--- src/rtl/mem_port_arbiter_if.sv ---
// Bundle of the IF / LS request-response channels and the shared memory port
// that surround mem_port_arbiter.
//   master : the core requesters plus the memory read-data return (environment side)
//   slave  : the arbiter itself
interface mem_port_arbiter_if #(
  parameter int ADDR_W = 32,
  parameter int DATA_W = 32
);
  localparam int BE_W = DATA_W / 8;

  // Instruction-fetch requester (read only)
  logic              if_req_valid;
  logic              if_req_ready;
  logic [ADDR_W-1:0] if_addr;
  logic              if_rsp_valid;
  logic [DATA_W-1:0] if_rsp_data;

  // Load/store requester
  logic              ls_req_valid;
  logic              ls_req_ready;
  logic [ADDR_W-1:0] ls_addr;
  logic              ls_wr_en;
  logic [DATA_W-1:0] ls_wr_data;
  logic [BE_W-1:0]   ls_byte_en;
  logic              ls_rsp_valid;
  logic [DATA_W-1:0] ls_rsp_data;

  // Shared single-port synchronous memory
  logic              mem_en;
  logic [ADDR_W-1:0] mem_addr;
  logic              mem_wr_en;
  logic [DATA_W-1:0] mem_wr_data;
  logic [BE_W-1:0]   mem_byte_en;
  logic [DATA_W-1:0] mem_rd_data;

  modport master (
    output if_req_valid, if_addr,
    input  if_req_ready, if_rsp_valid, if_rsp_data,
    output ls_req_valid, ls_addr, ls_wr_en, ls_wr_data, ls_byte_en,
    input  ls_req_ready, ls_rsp_valid, ls_rsp_data,
    input  mem_en, mem_addr, mem_wr_en, mem_wr_data, mem_byte_en,
    output mem_rd_data
  );

  modport slave (
    input  if_req_valid, if_addr,
    output if_req_ready, if_rsp_valid, if_rsp_data,
    input  ls_req_valid, ls_addr, ls_wr_en, ls_wr_data, ls_byte_en,
    output ls_req_ready, ls_rsp_valid, ls_rsp_data,
    output mem_en, mem_addr, mem_wr_en, mem_wr_data, mem_byte_en,
    input  mem_rd_data
  );
endinterface

--- src/rtl/mem_port_arbiter.sv ---
// mem_port_arbiter: shares one single-port synchronous memory between the
// instruction-fetch (IF) and load/store (LS) requesters, one transaction in flight.
//
// Transaction flow: IDLE (handshake) -> ISSUE (one mem_en cycle) -> WAIT
// (MEM_LATENCY-1 cycles, skipped for MEM_LATENCY=1) -> RESP (one rsp_valid pulse).
//
// Optional build macro MEM_PORT_ARB_RR_EN:
//   defined   - round-robin arbitration on simultaneous requests (1-bit last_grant)
//   undefined - fixed priority, LS wins over IF
module mem_port_arbiter #(
  parameter int MEM_LATENCY = 1,   // ISSUE cycle to mem_rd_data valid, >= 1
  parameter int ADDR_W      = 32,
  parameter int DATA_W      = 32
) (
  input  logic               clk,
  input  logic               rst_n,
  mem_port_arbiter_if.slave  bus
);

  localparam int BE_W  = DATA_W / 8;
  localparam int CNT_W = $clog2(MEM_LATENCY + 1);

  typedef enum logic [1:0] {
    S_IDLE  = 2'd0,
    S_ISSUE = 2'd1,
    S_WAIT  = 2'd2,
    S_RESP  = 2'd3
  } state_t;

  state_t            state;
  logic [CNT_W-1:0]  wait_cnt;

  // Captured request; these registers drive the memory port directly, so the
  // memory sees stable fields from ISSUE until the next capture.
  logic              grant_ls_q;
  logic [ADDR_W-1:0] addr_q;
  logic              wr_en_q;
  logic [DATA_W-1:0] wr_data_q;
  logic [BE_W-1:0]   byte_en_q;

  // Registered strobes
  logic              mem_en_q;
  logic              if_rsp_valid_q;
  logic              ls_rsp_valid_q;

  // Arbitration
  logic              prio_ls;   // 1: LS wins a tie
  logic              win_ls;
  logic              win_if;
  logic              accept_ok;
  logic              hs_ls;
  logic              hs_if;

`ifdef MEM_PORT_ARB_RR_EN
  // Remembers who won the previous handshake; 0 = IF, 1 = LS.
  logic              last_grant_ls;

  // Track the last granted requester so a tie goes to the other one.
  // NOTE: clocked state uses non-blocking (<=) so every register samples the
  // pre-edge values of its neighbours regardless of block ordering.
  always_ff @(posedge clk or negedge rst_n) begin
    if (!rst_n) begin
      last_grant_ls <= 1'b0;
    end else if (hs_ls || hs_if) begin
      last_grant_ls <= hs_ls;
    end
  end

  assign prio_ls = !last_grant_ls;
`else
  assign prio_ls = 1'b1;
`endif

  // Pick the winner among the valid requesters; only offered in IDLE and out of reset.
  // NOTE: every signal assigned here gets a value on every path (defaults first),
  // otherwise the tool infers a latch to hold the old value.
  always_comb begin
    accept_ok = 1'b0;
    win_ls    = 1'b0;
    win_if    = 1'b0;
    accept_ok = (state == S_IDLE) && rst_n;
    win_ls    = bus.ls_req_valid && (!bus.if_req_valid || prio_ls);
    win_if    = bus.if_req_valid && !win_ls;
  end

  assign bus.ls_req_ready = accept_ok && win_ls;
  assign bus.if_req_ready = accept_ok && win_if;
  assign hs_ls            = bus.ls_req_valid && bus.ls_req_ready;
  assign hs_if            = bus.if_req_valid && bus.if_req_ready;

  // Transaction FSM: capture on handshake, strobe the memory once, count out
  // the memory latency, then pulse the granted requester's response.
  // NOTE: reset is asynchronous and clears every register here, including the
  // captured request, so the memory port reads all-zero while rst_n is low.
  always_ff @(posedge clk or negedge rst_n) begin
    if (!rst_n) begin
      state          <= S_IDLE;
      wait_cnt       <= '0;
      grant_ls_q     <= 1'b0;
      addr_q         <= '0;
      wr_en_q        <= 1'b0;
      wr_data_q      <= '0;
      byte_en_q      <= '0;
      mem_en_q       <= 1'b0;
      if_rsp_valid_q <= 1'b0;
      ls_rsp_valid_q <= 1'b0;
    end else begin
      // Strobes are single-cycle unless re-armed below.
      mem_en_q       <= 1'b0;
      if_rsp_valid_q <= 1'b0;
      ls_rsp_valid_q <= 1'b0;

      case (state)
        S_IDLE: begin
          if (hs_ls) begin
            grant_ls_q <= 1'b1;
            addr_q     <= bus.ls_addr;
            wr_en_q    <= bus.ls_wr_en;
            wr_data_q  <= bus.ls_wr_data;
            byte_en_q  <= bus.ls_byte_en;
            mem_en_q   <= 1'b1;
            state      <= S_ISSUE;
          end else if (hs_if) begin
            // Fetches are always full-word reads.
            grant_ls_q <= 1'b0;
            addr_q     <= bus.if_addr;
            wr_en_q    <= 1'b0;
            wr_data_q  <= '0;
            byte_en_q  <= '1;
            mem_en_q   <= 1'b1;
            state      <= S_ISSUE;
          end
        end

        S_ISSUE: begin
          wait_cnt <= CNT_W'(MEM_LATENCY - 1);
          if (MEM_LATENCY == 1) begin
            if_rsp_valid_q <= !grant_ls_q;
            ls_rsp_valid_q <= grant_ls_q;
            state          <= S_RESP;
          end else begin
            state <= S_WAIT;
          end
        end

        S_WAIT: begin
          wait_cnt <= wait_cnt - CNT_W'(1);
          if (wait_cnt == CNT_W'(1)) begin
            if_rsp_valid_q <= !grant_ls_q;
            ls_rsp_valid_q <= grant_ls_q;
            state          <= S_RESP;
          end
        end

        S_RESP: begin
          state <= S_IDLE;
        end

        default: begin
          state <= S_IDLE;
        end
      endcase
    end
  end

  // Memory port straight from the capture registers.
  assign bus.mem_en      = mem_en_q;
  assign bus.mem_addr    = addr_q;
  assign bus.mem_wr_en   = wr_en_q;
  assign bus.mem_wr_data = wr_data_q;
  assign bus.mem_byte_en = byte_en_q;

  // Read data arrives from the memory during RESP itself, so the response data
  // is steered combinationally and forced to 0 outside the pulse and for stores.
  assign bus.if_rsp_valid = if_rsp_valid_q;
  assign bus.ls_rsp_valid = ls_rsp_valid_q;
  assign bus.if_rsp_data  = if_rsp_valid_q ? bus.mem_rd_data : '0;
  assign bus.ls_rsp_data  = (ls_rsp_valid_q && !wr_en_q) ? bus.mem_rd_data : '0;

endmodule

--- src/flat_wrapper.sv ---
// flat-port wrapper written by rule: the top's interface ports become plain ports
module mem_port_arbiter_flat 
#(
  parameter int MEM_LATENCY = 1,                                            
  parameter int ADDR_W      = 32,
  parameter int DATA_W      = 32
)
  (clk, rst_n, bus_if_req_valid, bus_if_addr, bus_if_req_ready, bus_if_rsp_valid, bus_if_rsp_data, bus_ls_req_valid, bus_ls_addr, bus_ls_wr_en, bus_ls_wr_data, bus_ls_byte_en, bus_ls_req_ready, bus_ls_rsp_valid, bus_ls_rsp_data, bus_mem_en, bus_mem_addr, bus_mem_wr_en, bus_mem_wr_data, bus_mem_byte_en, bus_mem_rd_data);
  mem_port_arbiter_if #(.ADDR_W(ADDR_W), .DATA_W(DATA_W)) bus_i ();
  input  logic clk;
  input  logic rst_n;
  input wire logic [$bits(bus_i.if_req_valid)-1:0] bus_if_req_valid;
  input wire logic [$bits(bus_i.if_addr)-1:0] bus_if_addr;
  output wire logic [$bits(bus_i.if_req_ready)-1:0] bus_if_req_ready;
  output wire logic [$bits(bus_i.if_rsp_valid)-1:0] bus_if_rsp_valid;
  output wire logic [$bits(bus_i.if_rsp_data)-1:0] bus_if_rsp_data;
  input wire logic [$bits(bus_i.ls_req_valid)-1:0] bus_ls_req_valid;
  input wire logic [$bits(bus_i.ls_addr)-1:0] bus_ls_addr;
  input wire logic [$bits(bus_i.ls_wr_en)-1:0] bus_ls_wr_en;
  input wire logic [$bits(bus_i.ls_wr_data)-1:0] bus_ls_wr_data;
  input wire logic [$bits(bus_i.ls_byte_en)-1:0] bus_ls_byte_en;
  output wire logic [$bits(bus_i.ls_req_ready)-1:0] bus_ls_req_ready;
  output wire logic [$bits(bus_i.ls_rsp_valid)-1:0] bus_ls_rsp_valid;
  output wire logic [$bits(bus_i.ls_rsp_data)-1:0] bus_ls_rsp_data;
  output wire logic [$bits(bus_i.mem_en)-1:0] bus_mem_en;
  output wire logic [$bits(bus_i.mem_addr)-1:0] bus_mem_addr;
  output wire logic [$bits(bus_i.mem_wr_en)-1:0] bus_mem_wr_en;
  output wire logic [$bits(bus_i.mem_wr_data)-1:0] bus_mem_wr_data;
  output wire logic [$bits(bus_i.mem_byte_en)-1:0] bus_mem_byte_en;
  input wire logic [$bits(bus_i.mem_rd_data)-1:0] bus_mem_rd_data;
  assign bus_i.if_req_valid = bus_if_req_valid;
  assign bus_i.if_addr = bus_if_addr;
  assign bus_if_req_ready = bus_i.if_req_ready;
  assign bus_if_rsp_valid = bus_i.if_rsp_valid;
  assign bus_if_rsp_data = bus_i.if_rsp_data;
  assign bus_i.ls_req_valid = bus_ls_req_valid;
  assign bus_i.ls_addr = bus_ls_addr;
  assign bus_i.ls_wr_en = bus_ls_wr_en;
  assign bus_i.ls_wr_data = bus_ls_wr_data;
  assign bus_i.ls_byte_en = bus_ls_byte_en;
  assign bus_ls_req_ready = bus_i.ls_req_ready;
  assign bus_ls_rsp_valid = bus_i.ls_rsp_valid;
  assign bus_ls_rsp_data = bus_i.ls_rsp_data;
  assign bus_mem_en = bus_i.mem_en;
  assign bus_mem_addr = bus_i.mem_addr;
  assign bus_mem_wr_en = bus_i.mem_wr_en;
  assign bus_mem_wr_data = bus_i.mem_wr_data;
  assign bus_mem_byte_en = bus_i.mem_byte_en;
  assign bus_i.mem_rd_data = bus_mem_rd_data;
  mem_port_arbiter #(.MEM_LATENCY(MEM_LATENCY), .ADDR_W(ADDR_W), .DATA_W(DATA_W)) u_core (.clk(clk), .rst_n(rst_n), .bus(bus_i));
endmodule
--- config.mk ---
export PLATFORM = sky130hd
export DESIGN_NAME = mem_port_arbiter_flat
export DESIGN_NICKNAME = d
export VERILOG_FILES = /design/src/rtl/mem_port_arbiter_if.sv /design/src/rtl/mem_port_arbiter.sv /design/src/flat_wrapper.sv
export SDC_FILE = /design/constraint.sdc
export NUM_CORES = 1
export LEC_CHECK = 0
export CORE_UTILIZATION = 30
export CTS_CLUSTER_SIZE = 10
export DETAILED_ROUTE_END_ITERATION = 7
export GPL_ROUTABILITY_DRIVEN = 0
export PLACE_DENSITY = 0.76
export REMOVE_ABC_BUFFERS = 1
export SLEW_MARGIN = 20
export SYNTH_ARGS = -nofsm -noshare
export SYNTH_HDL_FRONTEND = slang
export SYNTH_SLANG_ARGS = --single-unit
--- constraint.sdc ---
create_clock -name clk -period 1.4 [get_ports clk]
set_input_delay 0.14 -clock clk [delete_from_list [all_inputs] [get_ports clk]]
set_output_delay 0.14 -clock clk [all_outputs]
set_load 0.05 [all_outputs]
==> out/metrics.cfg <==
[route]
finalWirelength_um = 17800
dr.pass1.iters = 4
drt_iter0_markers = 190
via_per_inst = 5.12
num_vias = 4006
detail-route-antenna-nets = 0
drc = 0
wl_per_cell_um = 22.7

[grt]
grt_max_degree = 68
grtUsageTotal_pct = 28.1
grt-ovfl-total = 0
grt_pass1_wl_um = 25600
antenna_found_initial = 1
grt_pass1_vias = 4192

[floorplanning]
dieHeight_um = 110
initial_core_util_pct = 30.9
die_width_um = 110
num_rows = 39
die_area_mm2 = 0.0122
core_mm2 = 0.0114
num_io_pins = 275

[critical_path]
arrival_ps = 1430
max_stage_delay_ps = 400
worstPathCellList = nor2b_2 > buf_12 > and2_1 > buf_12
rr_worst_depth = 8
rr_endpoint = u_core.bus.mem_byte_en[2]
cp_common_cell = buf_12
crit_fanout = 32
worstSetupEndpointType = output pin
required_ps = 1260
crit_type = flip-flop to output pin
critPathLaunchType = flip-flop
cp_slowest_cell = dfrtp_1
r2r_slack_ps = -160
r2r-start = u_core.state[1]

[timing]
timing.final.crit_share_pct = 112
tightestPinTransition_ps = 874
hold_viol_final = 0
finalSetupViolCount = 138
tns_ps = -14200
rsz0062_at_grt = true
period_minus_slack_ps = 1570
relSlewSlack_pct = 41.7
max_freq_ghz = 0.637
hold_slack_ps = 85.3
worst_clock_skew_ps = 9.17
setup_ws_ps = -169
slew_viol_final = 0

[power_and_ir_drop]
ir_drop_mv = 1.53
clockPowerShare_pct = 11.6
p_int_mw = 10.7
p_comb_share_pct = 67.8
p_switching_mw = 9.14
powerDensity_mw_per_mm2 = 2290
leakage_nw = 3.86
seqPwrFrac_pct = 20.6
swShare_pct = 46.0

[min_path]
hold_path_class = primary input to asynchronous set/reset pin

[placement]
placed_area_mm2 = 0.00718
io_buffers = 274
place_ws_ps = -262
hpwl_um = 11700

[yosys]
synth_area_leaders = dfrtp_1, and2_1, a22o_1
ys_seq_area_share_pct = 53.9
syn-instance-count = 324
synth-main-ff-cell = dfrtp_1
yosysMostFrequentCell = dfrtp_1
synthTopCellsByCount = dfrtp_1, and2_1, a21oi_1, nand2_1, a22o_1
syn_area_per_cell_um2 = 10.9
async_reset_ff_share_pct = 100
synth.distinct_cells = 23
synthesis.area_mm2 = 0.00353
ys_ff_latch = 76
synth_top_cell_by_area = dfrtp_1
ys.warnings.count = 0
synth_edf_count = 0
netlist.area_leader.share_pct = 53.9

[job]
cap_violations = 0

[layout]
fillerInstances = 735
drive_gt1_share_pct = 51.3
final_cell_area_mm2 = 0.00866
areaGrowthSynthToFinish_pct = 146
num-nets-final = 776

[run_status]
violations = negative setup slack
status = complete, but fails checks

[clock_network]
cts_buffer_depth = 2
clock_latency_ps = 340
cts_made_buffers = 9
cts_sinks = 76
cts_root_buffer = clkbuf_16
h-tree-depth = 3
clk_pin_slew_ps = 50
cts_tree = done

## layout by cell type (no fill, tap or decap), types with 2 or more instances in the layout
| master | count |
|---|---|
| inv_2 | 3 |
| buf_4 | 71 |
| a21oi_2 | 23 |
| a21oi_1 | 2 |
| and2_1 | 10 |
| a2bb2oi_1 | 10 |
| ha_1 | 2 |
| buf_8 | 2 |
| buf_16 | 9 |
| clkinv_4 | 2 |
| buf_6 | 11 |
| ha_4 | 2 |
| dfrtp_1 | 75 |
| buf_12 | 93 |
| clkdlybuf4s50_1 | 135 |
| a22o_1 | 33 |
| nand2_1 | 34 |
| and2_4 | 54 |
| clkbuf_16 | 13 |
| a21oi_4 | 9 |
| a2bb2oi_2 | 22 |
| clkinv_2 | 2 |
| o22a_1 | 4 |
## flip-flops by register name (all words and copies together) (netlist names)
register                 cells
u_core.bus.mem_en            1
u_core.bus.mem_addr         32
u_core.bus.mem_byte_en       4
u_core.state                 2
u_core.wait_cnt              1
u_core.bus.if_rsp_valid      1
u_core.bus.mem_wr_en         1
u_core.bus.mem_wr_data      32
u_core.bus.ls_rsp_valid      1
u_core.grant_ls_q            1
## cells by family (layout without fill, tap and decap cells)
family	after synthesis	after routing	share of synthesized area (%)
fa+ha+maj	4	4	1.42
buf+inv	32	347	5.11
mux	3	3	0.922
simple gates	104	104	16.2
compound gates	105	105	22.5
other cells	0	1	0
flops	76	76	53.9
## area by class of cell
type,instances,area (um2),area share [%]
repair buffers,327,4290,49.5
multi-input cells,216,1970,22.7
flip-flops and latches,76,1910,22.0
clock buffers,9,225,2.60
well taps,143,179,2.07
clock inverters,6,65.1,0.751
inverters,5,26.3,0.303
diodes,1,2.50,0.0289
## stage by stage
| step | power [mW] | cells | util [%] |
|---|---|---|---|
| floorplan | 10.2 | 297 | - |
| global placement | 15.5 | 733 | 62.9 |
| detailed placement | 15.7 | 733 | 62.9 |
| CTS | 19.4 | 776 | 73.2 |
| global route | 20.5 | 783 | 75.8 |
| finish | 19.9 | 783 | 75.8 |
## timing repair
item                                   in CTS  in global routing
cloned                                     11                  4
buffers inserted                           16                  8
resized for setup                         120                 58
pin swaps                                   6                  6
setup endpoints to repair                 137                139
endpoints found under the hold margin       9                  0
hold buffers                                1                  0
## critical path: cells and delay by family, from the launching register on
family	cells	cell delay, ps
buffers and inverters	2	340
DFF	1	400
and+or+nand+nor	2	350
## power by group through the flow
stage	combinational, mW	clock [mW]	sequential, mW
after floorplan	3.04	0	7.20
after global placement	11.5	0	4.00
after detailed placement	11.6	0	4.01
after CTS	13.0	2.33	4.04
after global routing	13.9	2.40	4.19
final	13.5	2.29	4.09
## worst max path at each step
| stage | startpoint | endpoint | slack [ps] | cells past startpoint |
|---|---|---|---|---|
| 4_1_cts | u_core.bus.mem_wr_en | bus_ls_rsp_data[8] | -160 | 4 |
| 3_3_place_gp | bus_ls_req_valid | u_core.state[1] | -210 | 4 |
| 5_1_grt | u_core.bus.mem_wr_en | bus_ls_rsp_data[3] | -210 | 4 |
| 2_1_floorplan | u_core.state[0] | u_core.bus.mem_addr[0] | -1390 | 6 |
| 3_5_place_dp | u_core.state[0] | u_core.bus.mem_addr[2] | -260 | 7 |
| 6_report | u_core.bus.mem_wr_en | bus_ls_rsp_data[15] | -170 | 4 |
## routing by layer
layer | vias up | routed length [um] | global-route usage [%]
met1 | 1977 | 6180 | 28.5
li1 | 1771 | - | -
met2 | 218 | 9860 | 54.2
met4 | 0 | 573 | 11.0
met3 | 40 | 1140 | 6.97
met5 | - | 0 | 0
Power figures use the tool's default switching activity.
